$ cat config.mk
export PLATFORM = sky130hd
export DESIGN_NAME = fbha_requester
export DESIGN_NICKNAME = d
export VERILOG_FILES = /design/src/rtl/fbha_pkg.sv /design/src/rtl/fbha_result_fifo.sv /design/src/rtl/fbha_requester.sv
export SDC_FILE = /design/constraint.sdc
export NUM_CORES = 1
export LEC_CHECK = 0
export CAP_MARGIN = 25
export CORE_ASPECT_RATIO = 0.6
export CORE_UTILIZATION = 49
export CTS_BUF_LIST = sky130_fd_sc_hd__clkbuf_16
export DETAILED_ROUTE_END_ITERATION = 12
export PLACE_DENSITY_LB_ADDON = 0.05
export SYNTH_ARGS = -nofsm -noshare
export SYNTH_HDL_FRONTEND = slang
export SYNTH_SLANG_ARGS = --single-unit
$ cat constraint.sdc
create_clock -name clk -period 7.7 [get_ports clk]
set_input_delay 1.54 -clock clk [delete_from_list [all_inputs] [get_ports clk]]
set_output_delay 1.54 -clock clk [all_outputs]
set_load 0.03 [all_outputs]
$ cat src/rtl/fbha_pkg.sv
// Shared types and constants for the fbha requester slice.
//   FBHA_N / FBHA_TAG_W / FBHA_DEPTH : default operand width, tag width, result FIFO depth.
//   OP_ADD / OP_SUB                  : encoding of the in_sub request bit.
//   fbha_result_t                    : one buffered result {sum, cout, ovf, tag}.
package fbha_pkg;

    localparam int unsigned FBHA_N     = 32;
    localparam int unsigned FBHA_TAG_W = 4;
    localparam int unsigned FBHA_DEPTH = 4;

    localparam logic OP_ADD = 1'b0;
    localparam logic OP_SUB = 1'b1;

    // Field widths follow the package defaults; the requester's N and TAG_W must match them.
    typedef struct packed {
        logic [FBHA_N-1:0]     sum;
        logic                  cout;
        logic                  ovf;
        logic [FBHA_TAG_W-1:0] tag;
    } fbha_result_t;

endpackage

$ cat src/rtl/fbha_result_fifo.sv
// In-order result FIFO for fbha_requester.
//   clk, rst   : clock, asynchronous active-high reset (clears storage, pointers, count).
//   push       : write push_data at the tail this cycle.
//   push_data  : result to store.
//   pop        : drop the head entry this cycle (caller ensures count != 0).
//   count      : number of valid entries, 0..DEPTH.
//   head       : combinational read of the head entry.
module fbha_result_fifo
    import fbha_pkg::*;
#(
    parameter int unsigned DEPTH = FBHA_DEPTH,
    localparam int unsigned PTR_W = $clog2(DEPTH),
    localparam int unsigned CNT_W = $clog2(DEPTH + 1)
) (
    input  logic             clk,
    input  logic             rst,
    input  logic             push,
    input  fbha_result_t     push_data,
    input  logic             pop,
    output logic [CNT_W-1:0] count,
    output fbha_result_t     head
);

    fbha_result_t     mem_q [DEPTH];
    logic [PTR_W-1:0] wr_ptr_q;
    logic [PTR_W-1:0] rd_ptr_q;
    logic [CNT_W-1:0] count_q;

    // Explicit wrap so non-power-of-two depths stay modulo DEPTH.
    function automatic logic [PTR_W-1:0] ptr_inc(input logic [PTR_W-1:0] p);
        return (p == PTR_W'(DEPTH - 1)) ? '0 : p + 1'b1;
    endfunction

    always_ff @(posedge clk or posedge rst) begin
        if (rst) begin
            wr_ptr_q <= '0;
            rd_ptr_q <= '0;
            count_q  <= '0;
            for (int i = 0; i < int'(DEPTH); i++) begin
                mem_q[i] <= '0;
            end
        end else begin
            if (push) begin
                mem_q[wr_ptr_q] <= push_data;
                wr_ptr_q        <= ptr_inc(wr_ptr_q);
            end
            if (pop) begin
                rd_ptr_q <= ptr_inc(rd_ptr_q);
            end
            case ({push, pop})
                2'b10:   count_q <= count_q + 1'b1;
                2'b01:   count_q <= count_q - 1'b1;
                default: count_q <= count_q;
            endcase
        end
    end

    assign count = count_q;
    assign head  = mem_q[rd_ptr_q];

endmodule

$ cat src/rtl/fbha_requester.sv
// Initiator-side controller for the fbha_adder (2-cycle start->done latency).
//   in_*        : request stream {a, b, cin, sub, tag} with valid/ready.
//   add_*       : issue port to the adder (start/a/b/cin out, sum/cout/done in).
//   out_*       : in-order result stream {sum, cout, ovf, tag} with valid/ready.
//   err_spurious: sticky flag, add_done seen with nothing in flight; cleared by rst only.
// Credits: a request is accepted only if FIFO occupancy plus in-flight ops leaves a free slot,
// so every capture finds room and the adder never needs to stall.
module fbha_requester
    import fbha_pkg::*;
#(
    parameter int unsigned N     = FBHA_N,
    parameter int unsigned TAG_W = FBHA_TAG_W,
    parameter int unsigned DEPTH = FBHA_DEPTH
) (
    input  logic             clk,
    input  logic             rst,
    input  logic             in_valid,
    output logic             in_ready,
    input  logic [N-1:0]     in_a,
    input  logic [N-1:0]     in_b,
    input  logic             in_cin,
    input  logic             in_sub,
    input  logic [TAG_W-1:0] in_tag,
    output logic             add_start,
    output logic [N-1:0]     add_a,
    output logic [N-1:0]     add_b,
    output logic             add_cin,
    input  logic [N-1:0]     add_sum,
    input  logic             add_cout,
    input  logic             add_done,
    output logic             out_valid,
    input  logic             out_ready,
    output logic [N-1:0]     out_sum,
    output logic             out_cout,
    output logic             out_ovf,
    output logic [TAG_W-1:0] out_tag,
    output logic             err_spurious
);

    localparam int unsigned CNT_W = $clog2(DEPTH + 1);

    typedef struct packed {
        logic             valid;
        logic [TAG_W-1:0] tag;
        logic             a_msb;
        logic             b_msb;
    } side_t;

    logic             acc;
    logic             is_sub;
    logic [N-1:0]     b_eff;
    logic             inflight_nz;
    logic             capture;
    logic             pop;
    logic             ovf;
    logic [1:0]       inflight_q;
    logic [1:0]       inflight_d;
    logic             err_q;
    side_t            s1_q;
    side_t            s2_q;
    logic [CNT_W-1:0] fifo_count;
    fbha_result_t     push_data;
    fbha_result_t     head;

    // Ready looks only at registered state, never at in_valid or out_ready.
    assign in_ready = (32'(fifo_count) + 32'(inflight_q)) < DEPTH;
    assign acc      = in_valid & in_ready;

    // Subtract is A + ~B + 1.
    assign is_sub    = (in_sub == OP_SUB);
    assign b_eff     = is_sub ? ~in_b : in_b;
    assign add_start = acc;
    assign add_a     = in_a;
    assign add_b     = b_eff;
    assign add_cin   = is_sub ? 1'b1 : in_cin;

    assign inflight_nz = (inflight_q != 2'd0);
    assign capture     = add_done & inflight_nz;

    // Side pipeline: stage 2 lines up with the adder's done for the same op.
    always_ff @(posedge clk or posedge rst) begin
        if (rst) begin
            s1_q <= '0;
            s2_q <= '0;
        end else begin
            s1_q <= '{valid: acc, tag: in_tag, a_msb: in_a[N-1], b_msb: b_eff[N-1]};
            s2_q <= s1_q;
        end
    end

    always_comb begin
        inflight_d = inflight_q;
        case ({acc, capture})
            2'b10:   inflight_d = inflight_q + 2'd1;
            2'b01:   inflight_d = inflight_q - 2'd1;
            default: inflight_d = inflight_q;
        endcase
    end

    always_ff @(posedge clk or posedge rst) begin
        if (rst) begin
            inflight_q <= 2'd0;
            err_q      <= 1'b0;
        end else begin
            inflight_q <= inflight_d;
            if (add_done && !inflight_nz) begin
                err_q <= 1'b1;
            end
        end
    end

    // Same-sign operands producing a different-sign sum.
    assign ovf = (s2_q.a_msb == s2_q.b_msb) & (add_sum[N-1] != s2_q.a_msb);

    assign push_data = '{sum: add_sum, cout: add_cout, ovf: ovf, tag: s2_q.tag};
    assign pop       = out_valid & out_ready;

    fbha_result_fifo #(
        .DEPTH(DEPTH)
    ) u_fifo (
        .clk      (clk),
        .rst      (rst),
        .push     (capture),
        .push_data(push_data),
        .pop      (pop),
        .count    (fifo_count),
        .head     (head)
    );

    assign out_valid    = (fifo_count != '0);
    assign out_sum      = head.sum;
    assign out_cout     = head.cout;
    assign out_ovf      = head.ovf;
    assign out_tag      = head.tag;
    assign err_spurious = err_q;

    // A legitimate done always has its side-pipeline entry in stage 2.
    a_done_aligned: assert property (@(posedge clk) disable iff (rst)
        capture |-> s2_q.valid);

endmodule

==> impl_metrics.env, run 1 <==
export IMPL_placed_area_sq_um=9530
export IMPL_grt_antenna_before_repair=0
export IMPL_critPathRequiredTime_ns=6.16
export IMPL_switching_power_mw=1.67
export IMPL_layout_drive_gt1_share_pct=36.6
export IMPL_clkPwrFrac_pct=18.3
export IMPL_vias=4541
export IMPL_ys_flop_type="dfrtp_1"
export IMPL_placementRows=35
export IMPL_seqCellArea_sq_um=4360
export IMPL_fin_skew_ns=0.0123
export IMPL_ctsRootBufferMaster="clkbuf_16"
export IMPL_post_cts_buffers=0
export IMPL_max_vdd_ir_drop_v=0.000269
export IMPL_p_sw_share_pct=35.1
export IMPL_async_reset_ff_share_pct=100
export IMPL_status="completed"
export IMPL_p_int_mw=3.09
export IMPL_fmax_mhz=204
export IMPL_postLayoutCoreUtil_pct=64.4
export IMPL_p_seq_share_pct=35.8
export IMPL_start_kind="primary input"
export IMPL_tightest_slew_ns=1.06
export IMPL_dp_hpwl_um=10700
export IMPL_port_buffers=152
export IMPL_finalCriticalPeriod_ns=4.89
export IMPL_yosysMostFrequentCell="dfrtp_1"
export IMPL_drc_errors=0
export IMPL_crit_path_start="in_sub"
export IMPL_finalHoldViolCount=0
export IMPL_fin_nets=743
export IMPL_cts_buffers=17
export IMPL_power_leakage_nw=4.35
export IMPL_worst_setup_path_type="in -> out"
export IMPL_synth_top_cell_by_area="dfrtp_1"
export IMPL_powerDensity_nw_per_um2=468
export IMPL_finalCritPeriodShare_pct=63.6
export IMPL_worstReg2RegStart="inflight_q[0]"
export IMPL_avgSynthCellArea_sq_um=15.9
export IMPL_syn_area_sq_um=8100
export IMPL_setup_tns_ns=0
export IMPL_clock_latency_ns=0.41
export IMPL_place_congestion=0.696
export IMPL_num_fill_cells=1151
export IMPL_multi_input_area_sq_um=3310
export IMPL_clk_path_buf_depth=2
export IMPL_clock_sinks=174
export IMPL_ant_nets=0
export IMPL_endpoint_kind="output pin"
export IMPL_critPathMaxFanout=33
export IMPL_rsz0062_at_grt="no"
export IMPL_core_area_sq_um=15800
export IMPL_synth_enable_flop_cells=0
export IMPL_p_comb_share_pct=45.9
export IMPL_wl_per_cell_um=19.3
export IMPL_design_area_sq_um=10200
export IMPL_synth_area_top_cells="dfrtp_1 54%, mux2_2 18%, mux4_2 11%"
export IMPL_drtPass1Iterations=4
export IMPL_cts_resized=0
export IMPL_start_util_pct=51.4
export IMPL_totalWireLength_um=16200
export IMPL_via_per_inst=5.40
export IMPL_cts_clk_slew_worst_paths_ns=0.06
export IMPL_yosysWarnings=0
export IMPL_die_h_um=102
export IMPL_first_global_vias=4821
export IMPL_ys_seq_area_share_pct=53.7
export IMPL_setup_viol=0
export IMPL_syn2layout_area_growth_pct=25.3
export IMPL_syn_inst=511
export IMPL_grt_usage_pct=19.9
export IMPL_htree_levels=4
export IMPL_grt_ovfl_total=0
export IMPL_cts_tree="yes"
export IMPL_die_w_um=168
export IMPL_ys_ff_latch=174
export IMPL_drt_iter0_markers=158
export IMPL_die_area_sq_um=17100
export IMPL_synth_cell_types=25
export IMPL_yosysTopAreaCellShare_pct=53.7
export IMPL_critPathArrivalTime_ns=3.35
export IMPL_grt_pass1_wl_um=25900
export IMPL_hold_buffers=0
export IMPL_hold_path_class="reg -> reg"
export IMPL_drv_slew=0
export IMPL_worstHoldStart="s1_q[0]"
export IMPL_yosys_top_cells_count="174 x dfrtp_1, 127 x mux2_2, 38 x buf_4, 38 x mux4_2, 35 x xor2_1"
export IMPL_cap_violations=0
export IMPL_syn_nets=628
export IMPL_grt_max_degree=104
export IMPL_maxSlewHeadroom_pct=29.4
export IMPL_io_pins=215
==> through the flow <==
step	hold WS (ns)	total power, mW	worst slack [ns]	cells
after floorplan	0.331	3.22	1.44	511
after global placement	0.334	3.85	2.84	809
after detailed placement	0.336	3.92	2.79	809
after CTS	0.351	4.81	2.79	839
after global routing	0.352	5.00	2.72	840
final	0.346	4.75	2.81	841
==> worst paths after layout <==
check,endpoint,slack (ns),cells past startpoint
worst max-delay path,add_b[4],2.81,4
worst min-delay path,s2_q[0],0.35,0
worst max register to register,u_fifo.mem_q[143],5.34,3
worst min register to register,s2_q[0],0.35,0
max in group asynchronous,u_fifo.mem_q[115],4.77,4
min in group asynchronous,u_fifo.mem_q[127],1.37,2
==> final cells by class <==
class	instances	area share (%)
tap	203	2.50
timing repair buffer	159	15.7
clock buffer	17	4.19
inverter	9	0.382
multi-input combinational	265	32.6
sequential	174	42.9
antenna	1	0.0246
clock inverter	13	1.63
==> state kept, by name, indices dropped and copies added (netlist names) <==
name             flops
s1_q                 6
u_fifo.rd_ptr_q      2
u_fifo.wr_ptr_q      2
s2_q                 2
u_fifo.mem_q       152
inflight_q           2
err_spurious         1
u_fifo.count         3
push_data            4
==> worst max-delay path, cell delays in order <==
cell,delay (ns)
clkdlybuf4s50_1,0.45
buf_4,0.42
xor2_1,0.24
clkdlybuf4s50_1,0.70
==> layer usage <==
metal  vias to the layer above  GRT usage, %  share of wire, %
met5                         -             0                 0
met4                         0          6.77               1.7
met3                        32          4.22               3.7
met2                        89          31.0                48
met1                      2399          28.2                47
li1                       2021             -                 -
==> cell families after synthesis <==
logic type | Yosys count | share of synthesized area [%]
fa+ha+maj | 9 | 1.48
flops | 174 | 53.7
compound gates | 13 | 1.25
buf+inv | 72 | 5.80
mux | 190 | 32.8
xor+xnor | 38 | 4.11
simple gates | 15 | 0.849
==> power groups by stage <==
| stage | Sequential [mW] | Clock [mW] | Combinational [mW] |
|---|---|---|---|
| 2_1_floorplan | 1.51 | 0 | 1.71 |
| 3_3_place_gp | 1.69 | 0 | 2.16 |
| 3_5_place_dp | 1.72 | 0 | 2.20 |
| 4_1_cts | 1.71 | 0.890 | 2.21 |
| 5_1_grt | 1.77 | 0.926 | 2.31 |
| 6_report | 1.70 | 0.868 | 2.18 |
==> cells in the final DEF (no fill, tap or decap), drive strengths merged, types with 3 or more instances in the layout <==
cell type,synthesis,final
dfrtp,174,174
clkdlybuf4s50,0,152
mux2,151,151
mux4,38,38
xor2,35,35
clkbuf,5,17
inv,9,13
ha,8,8
buf,58,7
o21ai,6,6
nand2,6,6
nor2,5,5
o211ai,4,4
xnor2,3,3
bufinv,0,3
clkinvlp,0,3
clkinv,0,3
Note: power is estimated with default switching activity, not from simulation.
==> run 2: changes to the inputs <==
==> constraint.sdc (replaced) <==
create_clock -name clk -period 5.1 [get_ports clk]
set_input_delay 1.02 -clock clk [delete_from_list [all_inputs] [get_ports clk]]
set_output_delay 1.02 -clock clk [all_outputs]
set_load 0.03 [all_outputs]
==> run 2 against run 1 <==
Worst setup slack worse by 2.0 ns. Largest power group unchanged. Total power is 51% higher. Flip-flop and latch count stayed put. Cell count is 0.36% higher. Routed wire length is 3.5% higher. Clock power is 43% higher. Critical path type unchanged. Sequential power is 46% higher. Non-clock buffer count is 3 higher. Register-to-register slack worse by 2.6 ns.
==> impl_metrics.env, run 2 (synthesis gave the netlist of run 1 again) <==
export IMPL_p_comb_share_pct=48.0
export IMPL_cpMostUsedCell="clkdlybuf4s50_1"
export IMPL_crit_path_cell_trace="clkdlybuf4s50_1 > buf_4 > xor2_1 > clkdlybuf4s50_1"
export IMPL_cap_violations=0
export IMPL_ctsRootBufferMaster="clkbuf_16"
export IMPL_status="completed"
export IMPL_grt_pass1_wl_um=26800
export IMPL_power_leakage_nw=4.35
export IMPL_layout_drive_gt1_share_pct=36.8
export IMPL_dp_hpwl_um=11200
export IMPL_start_util_pct=51.4
export IMPL_port_buffers=152
export IMPL_drt_iter0_markers=169
export IMPL_powerDensity_nw_per_um2=706
export IMPL_grt_ovfl_total=0
export IMPL_p_int_mw=4.60
export IMPL_die_area_sq_um=17100
export IMPL_largest_reg_flops=152
export IMPL_place_congestion=0.703
export IMPL_switching_power_mw=2.58
export IMPL_endpoint_kind="output pin"
export IMPL_first_global_vias=4998
export IMPL_num_antenna_cells=0
export IMPL_p_seq_share_pct=34.7
export IMPL_critPathMaxFanout=22
export IMPL_die_h_um=102
export IMPL_fmax_mhz=233
export IMPL_grt_usage_pct=20.9
export IMPL_start_kind="primary input"
export IMPL_wl_per_cell_um=19.9
export IMPL_clock_sinks=174
export IMPL_num_fill_cells=1130
export IMPL_cp_num_buf_inv=3
export IMPL_cts_clk_slew_worst_paths_ns=0.07
export IMPL_design_area_sq_um=10200
export IMPL_placed_area_sq_um=9570
export IMPL_clock_latency_ns=0.42
export IMPL_core_area_sq_um=15800
export IMPL_largest_register="u_fifo.mem_q"
export IMPL_fin_skew_ns=0.00773
export IMPL_die_w_um=168
export IMPL_rsz0062_at_grt="no"
export IMPL_drc_errors=0
export IMPL_htree_levels=4
export IMPL_totalWireLength_um=16800
export IMPL_tightest_slew_ns=0.816
export IMPL_io_pins=215
export IMPL_grt_max_degree=92
export IMPL_fin_nets=746
export IMPL_via_per_inst=5.39
export IMPL_cts_buffers=17
export IMPL_ff2ff_setup_slack_ns=2.74
export IMPL_clk_path_buf_depth=2
export IMPL_crit_family="buffers and inverters"
export IMPL_setup_tns_ns=0
export IMPL_finalCriticalPeriod_ns=4.29
export IMPL_critPathArrivalTime_ns=3.27
export IMPL_stdcell_count=844
export IMPL_crit_slowest_cell="clkdlybuf4s50_1"
export IMPL_worst_setup_path_type="in -> out"
export IMPL_final_cell_mix="172 x dfrtp_1, 152 x clkdlybuf4s50_1, 127 x mux2_2, 38 x mux4_2, 35 x xor2_1"
export IMPL_dp_cells=811
export IMPL_hold_path_class="reg -> reg"
export IMPL_maxSlewHeadroom_pct=45.3
export IMPL_drtPass1Iterations=4
export IMPL_p_sw_share_pct=35.9
export IMPL_max_vdd_ir_drop_v=0.000446
export IMPL_cts_resized=0
export IMPL_vias=4553
export IMPL_hold_buffers=0
export IMPL_clkPwrFrac_pct=17.3
export IMPL_final_common_cell="dfrtp_1"
export IMPL_setup_viol=0
export IMPL_post_cts_buffers=0
export IMPL_grt_antenna_before_repair=0
export IMPL_cpPeakStageDelay_ns=0.87
export IMPL_placementRows=35
export IMPL_finalHoldViolCount=0
export IMPL_finalCritPeriodShare_pct=84.1
export IMPL_syn2layout_area_growth_pct=25.5
export IMPL_total_power_mw=7.18
export IMPL_ant_nets=0
export IMPL_cts_tree="yes"
export IMPL_drv_slew=0
export IMPL_critPathRequiredTime_ns=4.08
## run 2: final cells by class
class                      instances  area (sq um)  area share [%]
tap                              203           254            2.50
inverter                           9          37.5           0.369
clock inverter                    14           134            1.32
sequential                       174          4360            42.8
timing repair buffer             162          1650            16.2
clock buffer                      17           425            4.18
multi-input combinational        265          3310            32.6
## run 2: power by group through the flow
stage	clock network, mW	logic (mW)	registers (mW)
floorplan	0	2.58	2.27
global placement	0	3.34	2.50
finish	1.24	3.44	2.49
global route	1.33	3.65	2.58
CTS	1.27	3.43	2.53
detailed placement	0	3.42	2.54
## run 2: worst paths after layout
| check | from | end | depth (start not counted) |
|---|---|---|---|
| min | s1_q[3] | push_data[1] | 0 |
| min reg2reg | s1_q[3] | push_data[1] | 0 |
| min in group asynchronous | rst | u_fifo.mem_q[97] | 3 |
| max | in_sub | add_b[8] | 4 |
| max reg2reg | inflight_q[0] | u_fifo.count[2] | 7 |
| max in group asynchronous | rst | u_fifo.mem_q[77] | 4 |
## run 2: through the flow
step | utilization, % | hold slack [ns] | setup WS (ns)
finish | 64.5 | 0.352 | 0.812
global route | 64.5 | 0.355 | 0.748
CTS | 64.2 | 0.354 | 0.804
detailed placement | 60.7 | 0.337 | 0.806
global placement | 60.7 | 0.334 | 0.930
floorplan | - | 0.331 | 1.86
## run 2: layer usage
metal  share of wire [%]  vias to the layer above  global-route usage (%)
met5                   0                        -                       0
met4                0.93                        0                    5.36
met3                 5.0                       22                    6.41
met2                  49                      103                    33.8
met1                  45                     2396                    27.7
li1                    -                     2032                       -
